`src/rtl/product_accumulator.sv`:
```
// rtl/product_accumulator.sv - saturating group accumulator for multiplier products
//
// Purpose: sums up to N_TERMS unsigned 8-bit products arriving on a
// valid/ready stream (a group may end early on in_last), then presents the
// saturated sum, the term count and a sticky overflow flag on a valid/ready
// output handshake.
//
// Ports:
//   clk        rising-edge clock
//   rst_n      asynchronous active-low reset
//   clr        synchronous clear, discards the current group or result
//   in_valid   product beat valid
//   in_ready   block accepts a product this cycle
//   in_prod    8-bit unsigned product
//   in_last    final product of a short group (accepted beats only)
//   out_valid  group result available
//   out_ready  downstream accepts the result
//   out_sum    group sum, saturating (0 when out_valid=0)
//   out_count  products in the group (0 when out_valid=0)
//   out_ovf    sum saturated in this group (0 when out_valid=0)
module product_accumulator #(
  parameter int N_TERMS = 4,
  parameter int ACC_W   = 10
) (
  input  logic             clk,
  input  logic             rst_n,
  input  logic             clr,
  input  logic             in_valid,
  output logic             in_ready,
  input  logic [7:0]       in_prod,
  input  logic             in_last,
  output logic             out_valid,
  input  logic             out_ready,
  output logic [ACC_W-1:0] out_sum,
  output logic [3:0]       out_count,
  output logic             out_ovf
);

  localparam logic [1:0] S_IDLE  = 2'd0;
  localparam logic [1:0] S_ACCUM = 2'd1;
  localparam logic [1:0] S_DONE  = 2'd2;

  localparam logic [ACC_W-1:0] ACC_MAX   = '1;
  localparam logic [4:0]       N_TERMS_V = 5'(N_TERMS);

  logic [1:0]       state_q, state_d;
  logic [ACC_W-1:0] acc_q, acc_d;
  logic [3:0]       cnt_q, cnt_d;
  logic             ovf_q, ovf_d;
  // Cleared by reset and set on the first clock edge after release, so
  // in_ready stays low during reset and rises only on a clock edge.
  logic             run_q;

  logic             accept;
  logic [ACC_W:0]   sum;
  logic [4:0]       cnt_inc;

  assign in_ready  = run_q && (state_q != S_DONE);
  assign out_valid = (state_q == S_DONE);
  assign accept    = in_valid && in_ready;

  // One spare bit catches the carry that signals saturation.
  assign sum     = {1'b0, acc_q} + {{(ACC_W-7){1'b0}}, in_prod};
  assign cnt_inc = {1'b0, cnt_q} + 5'd1;

  always_comb begin
    state_d = state_q;
    acc_d   = acc_q;
    cnt_d   = cnt_q;
    ovf_d   = ovf_q;
    if (clr) begin
      state_d = S_IDLE;
      acc_d   = '0;
      cnt_d   = '0;
      ovf_d   = 1'b0;
    end else begin
      case (state_q)
        // IDLE holds acc=0/cnt=0, so the first beat shares the ACCUM update.
        S_IDLE, S_ACCUM: begin
          if (accept) begin
            acc_d   = sum[ACC_W] ? ACC_MAX : sum[ACC_W-1:0];
            ovf_d   = ovf_q | sum[ACC_W];
            cnt_d   = cnt_inc[3:0];
            state_d = (cnt_inc == N_TERMS_V || in_last) ? S_DONE : S_ACCUM;
          end
        end
        S_DONE: begin
          if (out_ready) begin
            state_d = S_IDLE;
            acc_d   = '0;
            cnt_d   = '0;
            ovf_d   = 1'b0;
          end
        end
        default: begin
          state_d = S_IDLE;
          acc_d   = '0;
          cnt_d   = '0;
          ovf_d   = 1'b0;
        end
      endcase
    end
  end

  always_ff @(posedge clk or negedge rst_n) begin
    if (!rst_n) begin
      state_q <= S_IDLE;
      acc_q   <= '0;
      cnt_q   <= '0;
      ovf_q   <= 1'b0;
      run_q   <= 1'b0;
    end else begin
      state_q <= state_d;
      acc_q   <= acc_d;
      cnt_q   <= cnt_d;
      ovf_q   <= ovf_d;
      run_q   <= 1'b1;
    end
  end

  assign out_sum   = out_valid ? acc_q : '0;
  assign out_count = out_valid ? cnt_q : 4'd0;
  assign out_ovf   = out_valid & ovf_q;

endmodule

```
`config.mk`:
```
export PLATFORM = sky130hd
export DESIGN_NAME = product_accumulator
export DESIGN_NICKNAME = d
export VERILOG_FILES = /design/src/rtl/product_accumulator.sv
export SDC_FILE = /design/constraint.sdc
export NUM_CORES = 1
export LEC_CHECK = 0
export ABC_CLOCK_PERIOD_IN_PS = 2250
export BUFFER_PORTS_ARGS = -buffer_cell sky130_fd_sc_hd__buf_2
export CORE_ASPECT_RATIO = 1.1
export CORE_MARGIN = 1
export CORE_UTILIZATION = 45
export DETAILED_ROUTE_END_ITERATION = 7
export PLACE_DENSITY = 0.83
export SYNTH_ARGS = -nofsm -noshare
export SYNTH_HDL_FRONTEND = slang
export SYNTH_SLANG_ARGS = --single-unit
```
`constraint.sdc`:
```
create_clock -name clk -period 2.25 [get_ports clk]
set_clock_uncertainty 0.05 [all_clocks]
set_input_delay 0.1125 -clock clk [delete_from_list [all_inputs] [get_ports clk]]
set_output_delay 0.1125 -clock clk [all_outputs]
set_load 0.05 [all_outputs]
```
==> results of run 1 <==
-- power by group --
| part | total (mW) | switching [mW] | internal, mW |
|---|---|---|---|
| Combinational | 0.180 | 0.109 | 0.0705 |
| Clock | 0.209 | 0.111 | 0.0985 |
| Sequential | 0.355 | 0.0158 | 0.339 |
-- repair_timing --
item | in CTS | in global routing
endpoints found under the hold margin | 19 | 0
hold buffers | 2 | 0
resized for setup | 1 | 7
setup buffers | 0 | 1
endpoints found under the setup margin | 1 | 10
pin swaps | 0 | 0
-- cell type report --
class | count | area (um^2)
Clock buffer | 4 | 36.3
Fill cell | 236 | 1030
Multi-Input combinational cell | 122 | 797
Sequential cell | 18 | 450
Tap cell | 31 | 38.8
Timing Repair Buffer | 38 | 215
-- placed cells by master (no fill, tap or decap), drive strengths merged, types with 3 or more instances in the layout --
cell | synthesis | routed
buf | 0 | 36
nand2 | 24 | 24
dfrtp | 18 | 18
and2 | 15 | 15
o21ai | 14 | 14
a21oi | 9 | 9
ha | 9 | 9
nor2 | 8 | 8
nand3 | 7 | 7
xor2 | 5 | 5
clkbuf | 6 | 4
nor3 | 3 | 3
a22o | 3 | 3
a211oi | 3 | 3
-- final timing paths --
path                                       from                endpoint  slack [ns]  cells past startpoint
min in group asynchronous                 rst_n    acc_q[6]$_DFFE_PN0P_        0.22                      2
min                                     in_last  state_q[1]$_DFFE_PN0P_        0.05                      3
min reg2reg                acc_q[2]$_DFFE_PN0P_    acc_q[2]$_DFFE_PN0P_        0.47                      2
max reg2reg                acc_q[0]$_DFFE_PN0P_    acc_q[7]$_DFFE_PN0P_       0.009                      7
max in group asynchronous                 rst_n    cnt_q[1]$_DFFE_PN0P_        1.64                      2
max                        acc_q[0]$_DFFE_PN0P_    acc_q[7]$_DFFE_PN0P_       0.009                      7
-- state kept, by name, indices dropped and copies added, names as in the netlist --
| signal | count |
|---|---|
| acc_q | 10 |
| state_q | 2 |
| cnt_q | 4 |
| run_q | 1 |
| ovf_q | 1 |
-- per-layer routing --
layer  vias to the layer above  wire, um  part of all wire, %
li1                        590         -                    -
met5                         -         0                    0
met1                       583      1290                   44
met3                         2       105                  3.6
met2                        30      1500                   52
met4                         0        12                 0.41
-- cells by family (layout without fill, tap and decap cells) --
logic type,Yosys count,in the layout
adders and majority gates,10,10
other,1,1
and+or+nand+nor,64,64
AOI/OAI and AO/OA,42,42
xor gates and xnor gates,5,5
buffers and inverters,6,42
DFF,18,18
-- through the flow --
stage                     instances  cell area (um^2)
after floorplan                 146              1260
after global placement          206              1460
after detailed placement        206              1460
after CTS                       212              1520
after global routing            213              1540
final                           213              1540
-- worst reg2reg max path: stages (launching register included) --
cell	delay [ns]
dfrtp_1	0.42
ha_2	0.20
fa_2	0.37
a211oi_4	0.24
o31ai_2	0.12
o2111a_2	0.26
a22o_1	0.18
or3_1	0.29
==> run metrics, run 1 <==
result of the run finished clean; adder-cell share of the synthesized area 10.5%; insertion delay of the later-clocked pin in the worst-skew pair about 0.30 ns; number of violations of the max-capacitance limit 0; kind of start point of the critical path flop; Crit-path slowest cell dfrtp_1; met3 capacity usage during global routing 2.93%; post-place setup slack -0.0262 ns; worst setup margin just under 0.009 ns; YS warnings 0; post-synthesis sequential area ratio approximately 36%; dominant combinational cell family by area after synthesis simple AND/OR/NAND/NOR gates; Avg Vias per Cell 5.66; routed via count 1205; WL/cell about 14 um; final-stage net count 207; worst relative slew slack ~66%; total half-perimeter wirelength after legalization and detailed placement around 2200 um; worst hold margin 0.0520 ns; cells after synthesis about 150; largest delay contributor family on the critical path compound AO/OA/AOI/OAI gates; maximum net fanout on the critical path 3; Hold/Removal Path Class in2reg; simple logic cell fraction of the synthesized area 24.9%; synthesized net count 170; arrival time of data at the critical path endpoint roughly 2.4 ns; top cell type's share of synthesized area approximately 36%; clock tree from TritonCTS yes; CTS Root Cell clkbuf_4; via count of the first global-routing pass 1125; post-CTS clock slew at the launch and capture registers of the worst setup and hold paths around 0.12 ns; drt total wl roughly 2900 um; proportion of synthesized area in mux cells 0%; critical path data required time roughly 2.4 ns; predominant post-synthesis flop cell dfrtp_1; final number of max-transition violations 0; IO Pins 31; global route total overflow 0; number of register bits inferred by synthesis 18; final routed DRC violation total 0; CP Capture Type flop; CP bufs+invs 0; critical path cell sequence ha_2, fa_2, a211oi_4, o31ai_2, o2111a_2, a22o_1, or3_1; effective utilization at floorplan around 50%; Cell Pwr Density between 400 and 500 nW/um^2; GR met1 Demand/Resource ~30%; class of the most critical setup path reg2reg; mean cell area of the mapped netlist 8.61 um^2; aggregate negative setup slack 0 ns; layout cell share with drive strength beyond 1 25.8%; # H-tree levels 1; overall power consumption ~0.74 mW; antenna diode count 0; antenna violations before repair 0; RSZ-0062 raised after global routing true; DR pass1 iterations 4; synthesized-area fraction occupied by ao, oa, aoi and oai cells between 20% and 30%; CTS buffer count 3; minimum period implied by the final worst setup slack roughly 2.2 ns; global-route usage over all layers a little over a fifth; antenna violation net count after detailed routing 0; overall die height ~57 um; site row count 19; VDD IR max between 0.4 and 0.5 mV; wire length of the first global-routing pass slightly below 5000 um; CP peak stage delay ~0.42 ns; XOR/XNOR Fraction of Synth Area 3.48%; final hold violations 0; largest cells by area after synthesis dfrtp_1 (36%), ha_1 (9.0%), and2_1 (7.5%); P&R area growth vs syn 22.3%; Port Buffer Count 30; floorplan die width ~52 um; dominant cell type by area after synthesis dfrtp_1; Syn Std Cell Area roughly 1300 um^2; transition at the pin with the smallest max-transition slack approximately 0.5 ns; top-count cell post-synth nand2_1; Final period util around 100%; Post-synth top cells nand2_1 (24), dfrtp_1 (18), and2_1 (15), o21ai_0 (14), ha_1 (9); CTS Sinks 18; Global Route met2 Usage a little over a third; routability-driven placement congestion ratio between 0.9 and 1; achievable frequency around 450 MHz; number of library cell types mapped by synthesis 32; Post-synth EDFFs 0; count of routing violations after the opening detailed-route iteration 24; Final Util approximately three fifths; asr flop ratio synth 100%; Final setup violation count 0; largest net degree at the start of global routing 19; floorplan core area 2570 um^2; die area between 3000 and 4000 um^2; Top Usage Layer GRT met2; leak pwr roughly 0.80 nW; clk buf depth 2
No activity file was read; power rests on OpenSTA's default activity.
==> run 2: changes to the inputs <==
BUFFER_PORTS_ARGS = -buffer_cell sky130_fd_sc_hd__buf_4   (was -buffer_cell sky130_fd_sc_hd__buf_2)
==> run 2 against run 1 <==
Compared with the run above: register-to-register slack about the same; first-iteration DRC count up 88%; cell area up 5.9%.
==> run metrics, run 2 (synthesized netlist as in run 1, its figures left out) <==
final cell count without fillers 215 (+0.94%); antenna violations before repair 0 (unchanged); number of flip-flops under the largest register name 10 (unchanged); VDD IR max 0.347 mV (-22%); worst relative slew slack 66.6% (+0.73 points); Crit-path slowest cell dfrtp_1; leak pwr 0.821 nW (+2.6%); CP peak stage delay 0.41 ns (about the same); final hold violations 0 (unchanged); Worst R2R Start acc_q[0]$_DFFE_PN0P_; insertion delay of the later-clocked pin in the worst-skew pair 0.30 ns (about the same); P&R area growth vs syn 29.5%; global-route usage over all layers 22.2% (+0.28 points); floorplan core area 2570 um^2 (unchanged); die area 3010 um^2 (unchanged); IO Pins 31 (unchanged); placed cells 207 (+0.49%); post-place instance area 1550 um^2 (+5.6%); number of violations of the max-capacitance limit 0 (unchanged); class of the most critical setup path reg2reg; floorplan die width 52.4 um (unchanged); largest net degree at the start of global routing 19 (unchanged); Post-Layout Inst Area 1630 um^2 (+5.9%); end of the worst register-to-register path acc_q[7]$_DFFE_PN0P_; RSZ-0062 raised after global routing true; Hold/Removal Path Class in2reg; Critical Path End acc_q[7]$_DFFE_PN0P_; Cell Pwr Density 465 nW/um^2 (-3.9%); CP Capture Type flop; CTS buffer count 3 (unchanged); Final period util 99.3% (-0.27 points); wire length of the first global-routing pass 4990 um (+0.28%); reg-to-reg slack, setup 0.01 ns (about the same); result of the run finished clean; leading cell types in the layout, fill and taps excluded buf_4 (38), nand2_1 (24), dfrtp_1 (18), and2_1 (15), o21ai_0 (11); leading cell type in the layout, fill and taps excluded buf_4; post-CTS clock slew at the launch and capture registers of the worst setup and hold paths 0.11 ns (about the same); critical path launch point acc_q[0]$_DFFE_PN0P_; minimum period implied by the final worst setup slack 2.24 ns (-0.00596 ns); register ranked first by flip-flop count acc_q; routability-driven placement congestion ratio 0.878 (-4.2%); routed via count 1217 (+1.0%); clk buf depth 2 (unchanged); count of routing violations after the opening detailed-route iteration 45 (+88%); WL/cell 14.4 um (+5.6%); clock tree from TritonCTS yes; effective utilization at floorplan 49.0% (unchanged); Avg Vias per Cell 5.66 (about the same); achievable frequency 447 MHz (+0.27%); transition at the pin with the smallest max-transition slack 0.501 ns (-0.0110 ns); critical path cell sequence ha_2, fa_2, a211oi_4, o31ai_2, o2111a_2, a22o_1, or3_1; CTS Sinks 18 (unchanged); final number of max-transition violations 0 (unchanged); Port Buffer Count 30 (unchanged); DR pass1 iterations 4 (unchanged); final-stage net count 209 (+0.97%); kind of start point of the critical path flop; Final setup violation count 0 (unchanged); antenna violation net count after detailed routing 0 (unchanged); number of cells traversed by the worst register-to-register path 7 (unchanged); via count of the first global-routing pass 1166 (+3.6%); CP bufs+invs 0 (unchanged); layout cell share with drive strength beyond 1 26.6% (+0.81 points); total half-perimeter wirelength after legalization and detailed placement 2280 um (+3.7%); arrival time of data at the critical path endpoint 2.38 ns (about the same); drt total wl 3090 um (+6.6%); site row count 19 (unchanged); overall die height 57.4 um (unchanged); global route total overflow 0 (unchanged); largest delay contributor family on the critical path compound AO/OA/AOI/OAI gates; cell depth of the worst setup path 7 (unchanged); final routed DRC violation total 0 (unchanged); maximum net fanout on the critical path 3 (unchanged); top flop regs acc_q (10), cnt_q (4), state_q (2); # H-tree levels 1 (unchanged); antenna diode count 0 (unchanged); CTS Root Cell clkbuf_4; critical path data required time 2.39 ns (about the same)
-- run 2: changes by cell type in the layout (fill, tap and decap cells not counted), sizes merged --
cell | previous run | this run
buf | 36 | 38
-- run 2: layer usage --
| metal | wire [um] | GRT usage (%) |
|---|---|---|
| met5 | 0 | 0 |
| met4 | 17 | 8.27 |
| met3 | 125 | 2.40 |
| met2 | 1650 | 39.2 |
| met1 | 1300 | 26.9 |
-- run 2: worst reg2reg max path, stage by stage, from the launching register on --
cell	delay (ns)
dfrtp_1	0.41
ha_2	0.19
fa_2	0.37
a211oi_4	0.24
o31ai_2	0.12
o2111a_2	0.27
a22o_1	0.19
or3_1	0.29
-- run 2: final cells by class --
| cell class | instances | area, um^2 |
|---|---|---|
| Clock buffer | 4 | 36.3 |
| Fill cell | 226 | 940 |
| Multi-Input combinational cell | 122 | 797 |
| Sequential cell | 18 | 450 |
| Tap cell | 31 | 38.8 |
| Timing Repair Buffer | 40 | 305 |
-- run 2: report_power, final --
group          total (mW)  leakage, nW  switching [mW]  internal (mW)
clock               0.210       0.0210           0.112         0.0987
combinational       0.193        0.555           0.112         0.0809
sequential          0.354        0.245          0.0148          0.339
total               0.757        0.821           0.239          0.518
-- run 2: what timing repair did --
item | 4_1_cts | 5_1_grt
resized for setup | 1 | 4
endpoints found under the setup margin | 1 | 10
hold buffers | 2 | 0
hold endpoints to repair | 20 | 0
pin swaps | 0 | 0
buffers inserted | 0 | 2
-- run 2: worst min path at each step --
stage	start	endpoint	slack [ns]	cells after the start
floorplan	rst_n	acc_q[0]$_DFFE_PN0P_	-0.23	0
detailed placement	rst_n	acc_q[6]$_DFFE_PN0P_	-0.05	1
CTS	in_last	state_q[1]$_DFFE_PN0P_	0.04	3
global placement	rst_n	acc_q[6]$_DFFE_PN0P_	-0.06	1
finish	in_last	state_q[1]$_DFFE_PN0P_	0.04	3
global route	in_last	state_q[1]$_DFFE_PN0P_	0.04	3
-- run 2: per-stage QoR --
| step | power, mW | hold WS, ns | worst slack, ns | utilization [%] | TNS (ns) |
|---|---|---|---|---|---|
| floorplan | 0.476 | -0.233 | 0.0204 | - | 0 |
| global placement | 0.535 | -0.0612 | 0.0447 | 60.2 | 0 |
| CTS | 0.750 | 0.0359 | -0.00445 | 62.5 | -0.00445 |
| global route | 0.794 | 0.0413 | -0.0398 | 63.4 | -0.0693 |
| detailed placement | 0.541 | -0.0526 | -0.0163 | 60.2 | -0.0163 |
| finish | 0.757 | 0.0367 | 0.0148 | 63.4 | 0 |
